$ cat src/rtl/ovi_vector_responder.sv
// Vector-unit responder: accepts instructions, retires arithmetic ops after a fixed latency and
// streams counted store packets framed by sync pulses. Optional opcode screening: OVI_RESPONDER_ILLEGAL_CHECK_EN.
module ovi_vector_responder #(
   parameter int VL_WIDTH      = 15,
   parameter int DATA_WIDTH    = 512,
   parameter int ARITH_LATENCY = 4
) (
   input  logic                  clk_i,
   input  logic                  rst_ni,
   input  logic                  issue_valid_i,
   output logic                  issue_ready_o,
   input  logic [31:0]           issue_instr_i,
   input  logic [VL_WIDTH-1:0]   issue_vl_i,
   input  logic [1:0]            issue_sew_i,
   output logic                  sync_start_o,
   output logic                  store_valid_o,
   input  logic                  store_ready_i,
   output logic [DATA_WIDTH-1:0] store_data_o,
   output logic                  sync_end_o,
   output logic                  completed_valid_o,
   output logic                  completed_illegal_o
);

   localparam int NW   = VL_WIDTH + 7;
   localparam int SUMW = NW + $clog2(DATA_WIDTH) + 1;

   typedef enum logic [2:0] {
      S_IDLE, S_EXECUTE, S_STORE_SYNC, S_STORE_DATA, S_STORE_END, S_COMPLETE
   } state_t;

   state_t                state_q, state_d;
   logic [3:0]            cnt_q, cnt_d;
   logic [NW-1:0]         pkt_q, pkt_d;
   logic [31:0]           instr_q, instr_d;
   logic [VL_WIDTH-1:0]   vl_q, vl_d;
   logic [1:0]            sew_q, sew_d;
   logic                  illegal_q, illegal_d;

   logic                  accept;
   logic                  accept_store;
   logic                  accept_illegal;
   logic [SUMW-1:0]       total_bits;
   logic [NW-1:0]         num_pkts;
   logic [31:0]           pkt_word;
   logic                  unused_instr;

   assign unused_instr = ^instr_q;

   // Ready is also gated by reset so the port reads 0 while reset is held.
   assign issue_ready_o = rst_ni && (state_q == S_IDLE);
   assign accept        = issue_valid_i && issue_ready_o;
   assign accept_store  = (issue_instr_i[6:0] == 7'h27);

`ifdef OVI_RESPONDER_ILLEGAL_CHECK_EN
   assign accept_illegal = !(issue_instr_i[6:0] == 7'h57 || issue_instr_i[6:0] == 7'h07 ||
                             issue_instr_i[6:0] == 7'h27) ||
                           (accept_store && issue_sew_i == 2'd3 && issue_vl_i != '0);
`else
   assign accept_illegal = 1'b0;
`endif

   // Packet count is the ceiling of total store bits over the packet width.
   assign total_bits = SUMW'(vl_q) << ({1'b0, sew_q} + 3'd3);
   assign num_pkts   = NW'((total_bits + SUMW'(DATA_WIDTH - 1)) / SUMW'(DATA_WIDTH));
   assign pkt_word   = 32'(pkt_q);

   always_ff @(posedge clk_i or negedge rst_ni) begin
      if (!rst_ni) begin
         state_q   <= S_IDLE;
         cnt_q     <= '0;
         pkt_q     <= '0;
         instr_q   <= '0;
         vl_q      <= '0;
         sew_q     <= '0;
         illegal_q <= 1'b0;
      end else begin
         state_q   <= state_d;
         cnt_q     <= cnt_d;
         pkt_q     <= pkt_d;
         instr_q   <= instr_d;
         vl_q      <= vl_d;
         sew_q     <= sew_d;
         illegal_q <= illegal_d;
      end
   end

   always_comb begin
      state_d           = state_q;
      cnt_d             = cnt_q;
      pkt_d             = pkt_q;
      instr_d           = instr_q;
      vl_d              = vl_q;
      sew_d             = sew_q;
      illegal_d         = illegal_q;
      sync_start_o      = 1'b0;
      store_valid_o     = 1'b0;
      sync_end_o        = 1'b0;
      completed_valid_o = 1'b0;

      unique case (state_q)
         S_IDLE: begin
            if (accept) begin
               instr_d   = issue_instr_i;
               vl_d      = issue_vl_i;
               sew_d     = issue_sew_i;
               illegal_d = accept_illegal;
               cnt_d     = 4'd1;
               pkt_d     = '0;
               if (accept_illegal)    state_d = S_COMPLETE;
               else if (accept_store) state_d = S_STORE_SYNC;
               else                   state_d = S_EXECUTE;
            end
         end
         S_EXECUTE: begin
            // cnt_q counts cycles since acceptance; retire when it hits the latency.
            if (cnt_q == 4'(ARITH_LATENCY)) begin
               completed_valid_o = 1'b1;
               cnt_d             = '0;
               state_d           = S_IDLE;
            end else begin
               cnt_d = cnt_q + 4'd1;
            end
         end
         S_STORE_SYNC: begin
            sync_start_o = 1'b1;
            state_d      = (num_pkts == '0) ? S_STORE_END : S_STORE_DATA;
         end
         S_STORE_DATA: begin
            store_valid_o = 1'b1;
            if (store_ready_i) begin
               if (pkt_q == num_pkts - NW'(1)) begin
                  pkt_d   = '0;
                  state_d = S_STORE_END;
               end else begin
                  pkt_d = pkt_q + NW'(1);
               end
            end
         end
         S_STORE_END: begin
            sync_end_o = 1'b1;
            state_d    = S_COMPLETE;
         end
         S_COMPLETE: begin
            completed_valid_o = 1'b1;
            state_d           = S_IDLE;
         end
         default: state_d = S_IDLE;
      endcase
   end

   assign completed_illegal_o = (state_q == S_COMPLETE) && illegal_q;

   // Payload is the packet index replicated in 32-bit lanes; zero outside the data phase.
   genvar gi;
   generate
      for (gi = 0; gi < DATA_WIDTH; gi++) begin : g_data
         assign store_data_o[gi] = (state_q == S_STORE_DATA) && pkt_word[gi % 32];
      end
   endgenerate

endmodule

$ cat config.mk
export PLATFORM = sky130hd
export DESIGN_NAME = ovi_vector_responder
export DESIGN_NICKNAME = d
export VERILOG_FILES = /design/src/rtl/ovi_vector_responder.sv
export SDC_FILE = /design/constraint.sdc
export NUM_CORES = 1
export LEC_CHECK = 0
export CORE_AREA = 4 4 217 219
export DETAILED_ROUTE_END_ITERATION = 8
export DIE_AREA = 0 0 221 223
export PLACE_DENSITY = 0.5
export SLEW_MARGIN = 20
export SYNTH_ARGS = -nofsm -noshare
export SYNTH_HDL_FRONTEND = slang
export SYNTH_SLANG_ARGS = --single-unit
$ cat constraint.sdc
create_clock -name clk_i -period 6.77 [get_ports clk_i]
set_input_delay 1.354 -clock clk_i [delete_from_list [all_inputs] [get_ports clk_i]]
set_output_delay 1.354 -clock clk_i [all_outputs]
set_load 0.005 [all_outputs]
==> results of run 1 <==
[kinds of logic (layout without fill, tap and decap cells)]
group                      count (synthesis)  after routing
buffers and inverters                    536            418
and+or+nand+nor                          233            233
AOI/OAI and AO/OA                         91             91
DFF                                       46             46
muxes                                     45             45
xor gates and xnor gates                  42             42
adders and majority gates                  6              6
other                                      1            161
[cell usage after synthesis (6+ instances only)]
master    instances  area [sq um]
xor2_1           22         192.7
o21ai_0          15         75.07
or3_1            10         62.56
buf_6             6         67.56
mux4_2            7         157.7
nand2_1          40         150.1
ha_1              6         75.07
nor3_1           10         50.05
and2_1            6         37.54
dfrtp_1          46          1151
and3_1           28         175.2
nand3_1          27         135.1
clkbuf_1         14         52.55
xnor2_1          20         175.2
mux2i_1          16         160.2
nor2_1           72         270.3
mux2_2           21         236.5
buf_4           491          3686
inv_1            14         52.55
a21oi_1          22         110.1
nand2b_1          6         37.54
[power groups by stage]
stage / clock, mW / combinational, mW / sequential, mW
finish: 0.261 / 1.84 / 0.469
global route: 0.282 / 2.07 / 0.490
CTS: 0.271 / 1.84 / 0.470
detailed placement: 0 / 1.83 / 0.475
global placement: 0 / 1.81 / 0.472
floorplan: 0 / 1.64 / 0.405
[layer usage]
metal	track usage	wire length (microns)
met1	0.09819	8932
met2	0.1369	10800
met5	0	0
met3	0.01711	1685
met4	0.008254	68
[layout make-up]
class / count / area, sq um / area share
Clock inverter: 3 / 26.28 / 0.002768
Inverter: 15 / 56.30 / 0.005932
Sequential cell: 46 / 1151 / 0.1213
Timing Repair Buffer: 395 / 3921 / 0.4131
Multi-Input combinational cell: 578 / 3461 / 0.3646
Tap cell: 600 / 750.7 / 0.07909
Clock buffer: 5 / 125.1 / 0.01318
[per-stage QoR]
step	utilization	std cells	total power [mW]
3_3_place_gp	0.2070	1634	2.286
5_1_grt	0.2105	1642	2.846
3_5_place_dp	0.2071	1634	2.306
2_1_floorplan	-	1160	2.042
6_report	0.2105	1642	2.569
4_1_cts	0.2105	1642	2.581
[how the worst max path moves through the flow]
| stage | startpoint | cells after the start | end | slack [ns] |
|---|---|---|---|---|
| after CTS | sew_q[0]$_DFFE_PN0P_ | 20 | pkt_q[5]$_DFFE_PN0P_ | 1.37 |
| after floorplan | sew_q[0]$_DFFE_PN0P_ | 25 | pkt_q[3]$_DFFE_PN0P_ | 1.22 |
| final | sew_q[0]$_DFFE_PN0P_ | 16 | pkt_q[5]$_DFFE_PN0P_ | 1.39 |
| after detailed placement | sew_q[0]$_DFFE_PN0P_ | 20 | pkt_q[21]$_DFFE_PN0P_ | 1.38 |
| after global routing | sew_q[0]$_DFFE_PN0P_ | 20 | pkt_q[5]$_DFFE_PN0P_ | 0.92 |
| after global placement | sew_q[0]$_DFFE_PN0P_ | 20 | pkt_q[4]$_DFFE_PN0P_ | 1.43 |
[cell usage in the layout, fill, tap and decap left out, types with 5 or more instances in the layout]
cell type        synthesis  layout
and2_1                   6       6
mux2_2                  21      21
o31ai_1                  5       5
nand4_1                  5       5
conb_1                   1     161
buf_4                  491      11
or3_1                   10      10
and3_1                  28      28
nand2b_1                 6       6
nand3_1                 27      27
a211oi_1                 5       5
dfrtp_1                 46      46
nor3_1                  10      10
nand2_1                 40      40
nor4_1                   5       5
inv_1                   14      14
xnor2_1                 20      20
clkbuf_16                0       5
o21ai_0                 15      15
mux2i_1                 16      16
a21oi_1                 22      22
mux4_2                   7       7
clkdlybuf4s50_1          0     383
ha_1                     6       6
nor2_1                  72      70
xor2_1                  22      22
[sequential cells by signal, summed over array words and instances (netlist names)]
signal   cells
cnt_q        4
pkt_q       22
sew_q        2
state_q      3
vl_q        15
==> flow_metrics.py, run 1 <==
metrics = {
    "yosys": {
        "postSynth.topFlopCell": "dfrtp_1",
        "post_synth_inst_count": 1000,
        "post_synth.cell_area_avg_sq_um": 7.929,
        "cell_area_after_technology_mapping_sq_um": 7929,
        "synth.area.mux_share": 0.07164,
        "synth-compound-area-share": 0.08111,
        "seq_area_frac_synth": 0.1452,
        "synth-adder-area-share": 0.009468,
        "number_of_synthesized_flops_with_an_enable_pin": 0,
        "postSynthRegisterBits": 46,
        "yosysWarningCount": 0,
        "synth-async-reset-ratio": 1.000,
        "synth_simple_gate_area_share": 0.1510,
        "synth_top_family_by_area": "buffers and inverters",
        "ys_types": 75,
        "parity_gate_share_of_the_synthesized_area_counting_xor_and_xnor_cells": 0.04639,
    },
    "clock_tree": {
        "cts-buffers-inserted": 5,
        "cts_tree": "built",
        "clk_transition_reported_paths_ns": 0.08,
        "ctsLongestPathBuffers": 2,
        "root_buffer": "clkbuf_16",
        "cts.repair.resized": 0,
        "cts_hold_repair.buffers": 0,
        "post_cts_setup_repair_bufs": 0,
        "clock_insertion_delay_worst_skew_ns": 0.30,
        "cts.sinks": 46,
        "cts.htree.levels": 2,
    },
    "placement": {
        "detailed_place.area_sq_um": 9338,
        "dp_slack_ns": 1.379,
        "place.detailed.hpwl_microns": 17670,
        "placement.io_buffers": 384,
        "place_congestion": 0.7896,
    },
    "global_routing": {
        "global_route.overflow_total": 0,
        "grt_usage": 0.07676,
        "grt_antenna_before_repair": 1,
        "grt_start_max_net_pins": 47,
        "grt_pass1_vias": 5096,
        "first_pass_grt_wire_length_microns": 31520,
    },
    "power_and_ir_drop": {
        "switching_share": 0.5045,
        "power.clock.fraction": 0.101,
        "ir_drop_v": 0.0002009,
        "total_switching_power_mw": 1.296,
        "power.internal_mw": 1.273,
        "p_seq_frac": 0.183,
        "share_comb_of_total_power": 0.716,
        "power.leakage_nw": 3.680,
        "pwr_density_nw_per_um2": 270.7,
    },
    "sta": {
        "worst-slew-pin-transition_ns": 0.7910,
        "finalCritPeriodShare": 0.7952,
        "post-route-worst-setup-slack_ns": 1.386,
        "report.final.slew_viol_count": 0,
        "finalWorstPathRequiredPeriod_ns": 5.384,
        "fmaxAchievable_mhz": 185.8,
        "fin_setup_tns_ns": 0,
        "finalHoldViolCount": 0,
        "fin_worst_hold_slack_ns": 0.5229,
        "setup_repair_after_global_routing_missed_its_margin": "no",
        "fin_worst_skew_ns": 0.01153,
        "maxSlewHeadroom": 0.4727,
        "setup_viol": 0,
    },
    "hold_path": {
        "min_delay_worst_endpoint": "cnt_q[2]$_DFFE_PN0P_",
        "worst_hold_path_stage_count": 1,
        "worstHoldPathType": "reg2reg",
        "worst_hold_path_startpoint": "cnt_q[2]$_DFFE_PN0P_",
    },
    "finish": {
        "finish.instance_area_sq_um": 9492,
        "n_antenna_cell": 0,
        "drive_above_1_share": 0.06238,
        "num-fill-cells": 5013,
        "synthToLayoutAreaGrowth_pct": 19.71,
        "design.final.nets": 1100,
    },
    "floorplan": {
        "std_cell_rows": 78,
        "floorplan.die_area_sq_um": 49280,
        "core_area_sq_um": 45090,
        "dieHeight_microns": 223,
        "horizontal_die_dimension_microns": 221,
        "start_util": 0.1759,
        "io-pin-count": 571,
    },
    "outcome": {
        "status": "completed",
    },
    "drt": {
        "routedWlPerCell_microns": 13.08,
        "antenna_left": 0,
        "drt_pass1_iterations": 4,
        "drt_drc_violations_left": 0,
        "totalWireLength_microns": 21490,
        "detailroute.via_count": 5663,
        "drt-initial-drc-count": 307,
        "vias_per_cell": 3.449,
    },
    "critical_path": {
        "cp_max_fo": 30,
        "end_kind": "register",
        "critical_path_buf_inv_count": 3,
        "reg2reg_slack_ns": 1.39,
        "r2r_start": "sew_q[0]$_DFFE_PN0P_",
        "rr_endpoint": "pkt_q[5]$_DFFE_PN0P_",
        "data_required_time_at_the_worst_endpoint_ns": 6.93,
        "critPathTopFamily": "simple AND/OR/NAND/NOR gates",
        "path_cells": "inv_1 -> ha_1 -> buf_4 -> buf_4 -> mux4_2 -> mux2i_1 -> nor2_1 -> nand3_1 -> o21ai_2 -> or3_1 -> or4_1 -> a221oi_1 -> nor4b_2 -> a21bo_2 -> a21oi_4 -> nor2_1",
        "timing.critical_path.arrival_ns": 5.54,
        "startpoint_type": "register",
        "path_class": "reg2reg",
        "reg2reg_depth": 16,
        "slowest_delay_ns": 0.55,
        "worst_path_max_delay_cell": "mux4_2",
    },
    "job": {
        "timing.max_cap.violations": 0,
    },
}
No activity file was read; power rests on OpenSTA's default activity.
==> inputs of run 2 (changes only) <==
==> constraint.sdc (replaced) <==
create_clock -name clk_i -period 5.4 [get_ports clk_i]
set_input_delay 1.08 -clock clk_i [delete_from_list [all_inputs] [get_ports clk_i]]
set_output_delay 1.08 -clock clk_i [all_outputs]
set_load 0.005 [all_outputs]
==> run 2 against run 1 <==
Net effect: sequential share of layout area shrank 0.12 points; utilization grew 0.21 points; final cell count is 0.67% higher; clock skew decreased by 0.0016 ns; critical path depth rose by 4; sequential power up 25%; setup slack got worse by 0.97 ns; hold slack worse by 0.0019 ns; die area unchanged; via count grew 1.7%; critical endpoint is now pkt_q[17]$_DFFE_PN0P_; largest cell class unchanged; largest power group unchanged.
==> flow_metrics.py, run 2 (synthesis results as in run 1) <==
metrics = {
    "sta": {
        "setup_repair_after_global_routing_missed_its_margin": "no",
        "finalWorstPathRequiredPeriod_ns": 4.980,
        "fin_worst_skew_ns": 0.009971,
        "finalHoldViolCount": 0,
        "fin_setup_tns_ns": 0,
        "maxSlewHeadroom": 0.4455,
        "fmaxAchievable_mhz": 200.8,
        "worst-slew-pin-transition_ns": 0.8317,
        "setup_viol": 0,
        "report.final.slew_viol_count": 0,
        "finalCritPeriodShare": 0.9221,
        "fin_worst_hold_slack_ns": 0.5210,
    },
    "finish": {
        "drive_above_1_share": 0.07123,
        "n_antenna_cell": 0,
        "max_flop_register": "pkt_q",
        "layout_common_cells": "clkdlybuf4s50_1, conb_1, nor2_1",
        "largest_registers": "pkt_q x22, vl_q x15, cnt_q x4",
        "synthToLayoutAreaGrowth_pct": 20.88,
        "num-fill-cells": 4960,
        "final_common_cell": "clkdlybuf4s50_1",
        "largest_reg_flops": 22,
        "design.final.nets": 1111,
    },
    "drt": {
        "detailroute.via_count": 5757,
        "met2RoutedLength_microns": 10860,
        "dr.max_layer_used": "met4",
        "met1_length_microns": 9180,
        "antenna_left": 0,
        "drt_pass1_iterations": 4,
        "drt_drc_violations_left": 0,
        "wl_met3_microns": 1514,
        "routedWlPerCell_microns": 13.12,
        "drt-initial-drc-count": 270,
        "vias_per_cell": 3.483,
        "totalWireLength_microns": 21690,
    },
    "critical_path": {
        "path_class": "reg2reg",
        "end_kind": "register",
        "timing.critical_path.arrival_ns": 5.17,
        "startpoint_type": "register",
        "cp_max_fo": 17,
        "data_required_time_at_the_worst_endpoint_ns": 5.59,
    },
    "global_routing": {
        "grt_usage": 0.07645,
        "grt_pass1_vias": 5112,
        "grt_start_max_net_pins": 47,
        "grt_antenna_before_repair": 0,
        "global_route.overflow_total": 0,
        "first_pass_grt_wire_length_microns": 31210,
    },
    "clock_tree": {
        "clk_transition_reported_paths_ns": 0.08,
        "clock_insertion_delay_worst_skew_ns": 0.30,
        "cts_tree": "built",
        "cts-buffers-inserted": 5,
        "cts.sinks": 46,
        "cts.htree.levels": 2,
        "cts.repair.resized": 0,
        "root_buffer": "clkbuf_16",
        "ctsLongestPathBuffers": 2,
        "cts_hold_repair.buffers": 0,
    },
    "floorplan": {
        "horizontal_die_dimension_microns": 221,
        "std_cell_rows": 78,
        "core_area_sq_um": 45090,
        "dieHeight_microns": 223,
        "start_util": 0.1759,
        "io-pin-count": 571,
        "floorplan.die_area_sq_um": 49280,
    },
    "placement": {
        "place.detailed.hpwl_microns": 17790,
        "placement.io_buffers": 384,
        "place_congestion": 0.8015,
    },
    "outcome": {
        "status": "completed",
    },
    "hold_path": {
        "worstHoldPathType": "reg2reg",
    },
    "power_and_ir_drop": {
        "power.leakage_nw": 3.730,
        "ir_drop_v": 0.0002572,
        "pwr_density_nw_per_um2": 347.7,
    },
    "job": {
        "timing.max_cap.violations": 0,
    },
}
[run 2: timing repair]
item                                   4_1_cts  5_1_grt
setup endpoints to repair                    0       18
endpoints found under the hold margin        0        0
buffers inserted                             0        1
[run 2: worst paths after layout]
kind / to / slack [ns] / start / cells after the start
min in group asynchronous: vl_q[5]$_DFFE_PN0P_ / 0.98 / rst_ni / 2
max reg2reg: pkt_q[17]$_DFFE_PN0P_ / 0.42 / sew_q[0]$_DFFE_PN0P_ / 20
max in group asynchronous: pkt_q[4]$_DFFE_PN0P_ / 3.98 / rst_ni / 2
min: cnt_q[2]$_DFFE_PN0P_ / 0.52 / cnt_q[2]$_DFFE_PN0P_ / 1
min reg2reg: cnt_q[2]$_DFFE_PN0P_ / 0.52 / cnt_q[2]$_DFFE_PN0P_ / 1
max: pkt_q[17]$_DFFE_PN0P_ / 0.42 / sew_q[0]$_DFFE_PN0P_ / 20
[run 2: area by class of cell]
class	instances	area, sq um	area share
repair buffers	406	4016	0.4191
multi-input cells	578	3461	0.3611
flip-flops and latches	46	1151	0.1201
well taps	600	750.7	0.07833
clock buffers	5	125.1	0.01305
inverters	15	56.30	0.005875
clock inverters	3	23.77	0.002480
[run 2: routing by layer]
layer | GRT usage | vias up
met2 | 0.1368 | 284
met3 | 0.01882 | 12
met4 | 0.009462 | 0
met1 | 0.09586 | 2700
met5 | 0 | -
li1 | - | 2761
[run 2: power breakdown]
group | switching [mW] | internal, mW | total [mW]
combinational | 1.35 | 1.07 | 2.42
clock | 0.150 | 0.174 | 0.324
sequential | 0.159 | 0.427 | 0.586
total | 1.66 | 1.67 | 3.33
[run 2: stage by stage]
step	utilization	cells	area, sq um	total power, mW	worst slack [ns]
after floorplan	-	1160	8536	2.567	0.1019
after detailed placement	0.2088	1644	9415	2.997	0.2250
final	0.2126	1653	9584	3.333	0.4205
after CTS	0.2121	1652	9564	3.333	0.2073
after global placement	0.2088	1644	9415	2.972	0.2883
after global routing	0.2126	1653	9584	3.636	0.06429
[run 2: critical path, cell delays in order (launching register included)]
cell and delay, ns:
dfrtp_1 0.34, inv_1 0.05, ha_1 0.34, buf_4 0.23, nor3b_1 0.20, o31ai_1 0.09
o221a_2 0.34, nor3_2 0.16, buf_4 0.17, a21oi_1 0.08, or2_2 0.30, ha_1 0.30
xor2_1 0.20, xnor2_1 0.17, or3_1 0.31, a311oi_1 0.29, o2111ai_1 0.19, nor4b_2 0.37
a21bo_2 0.32, and3_1 0.18, a211o_1 0.26
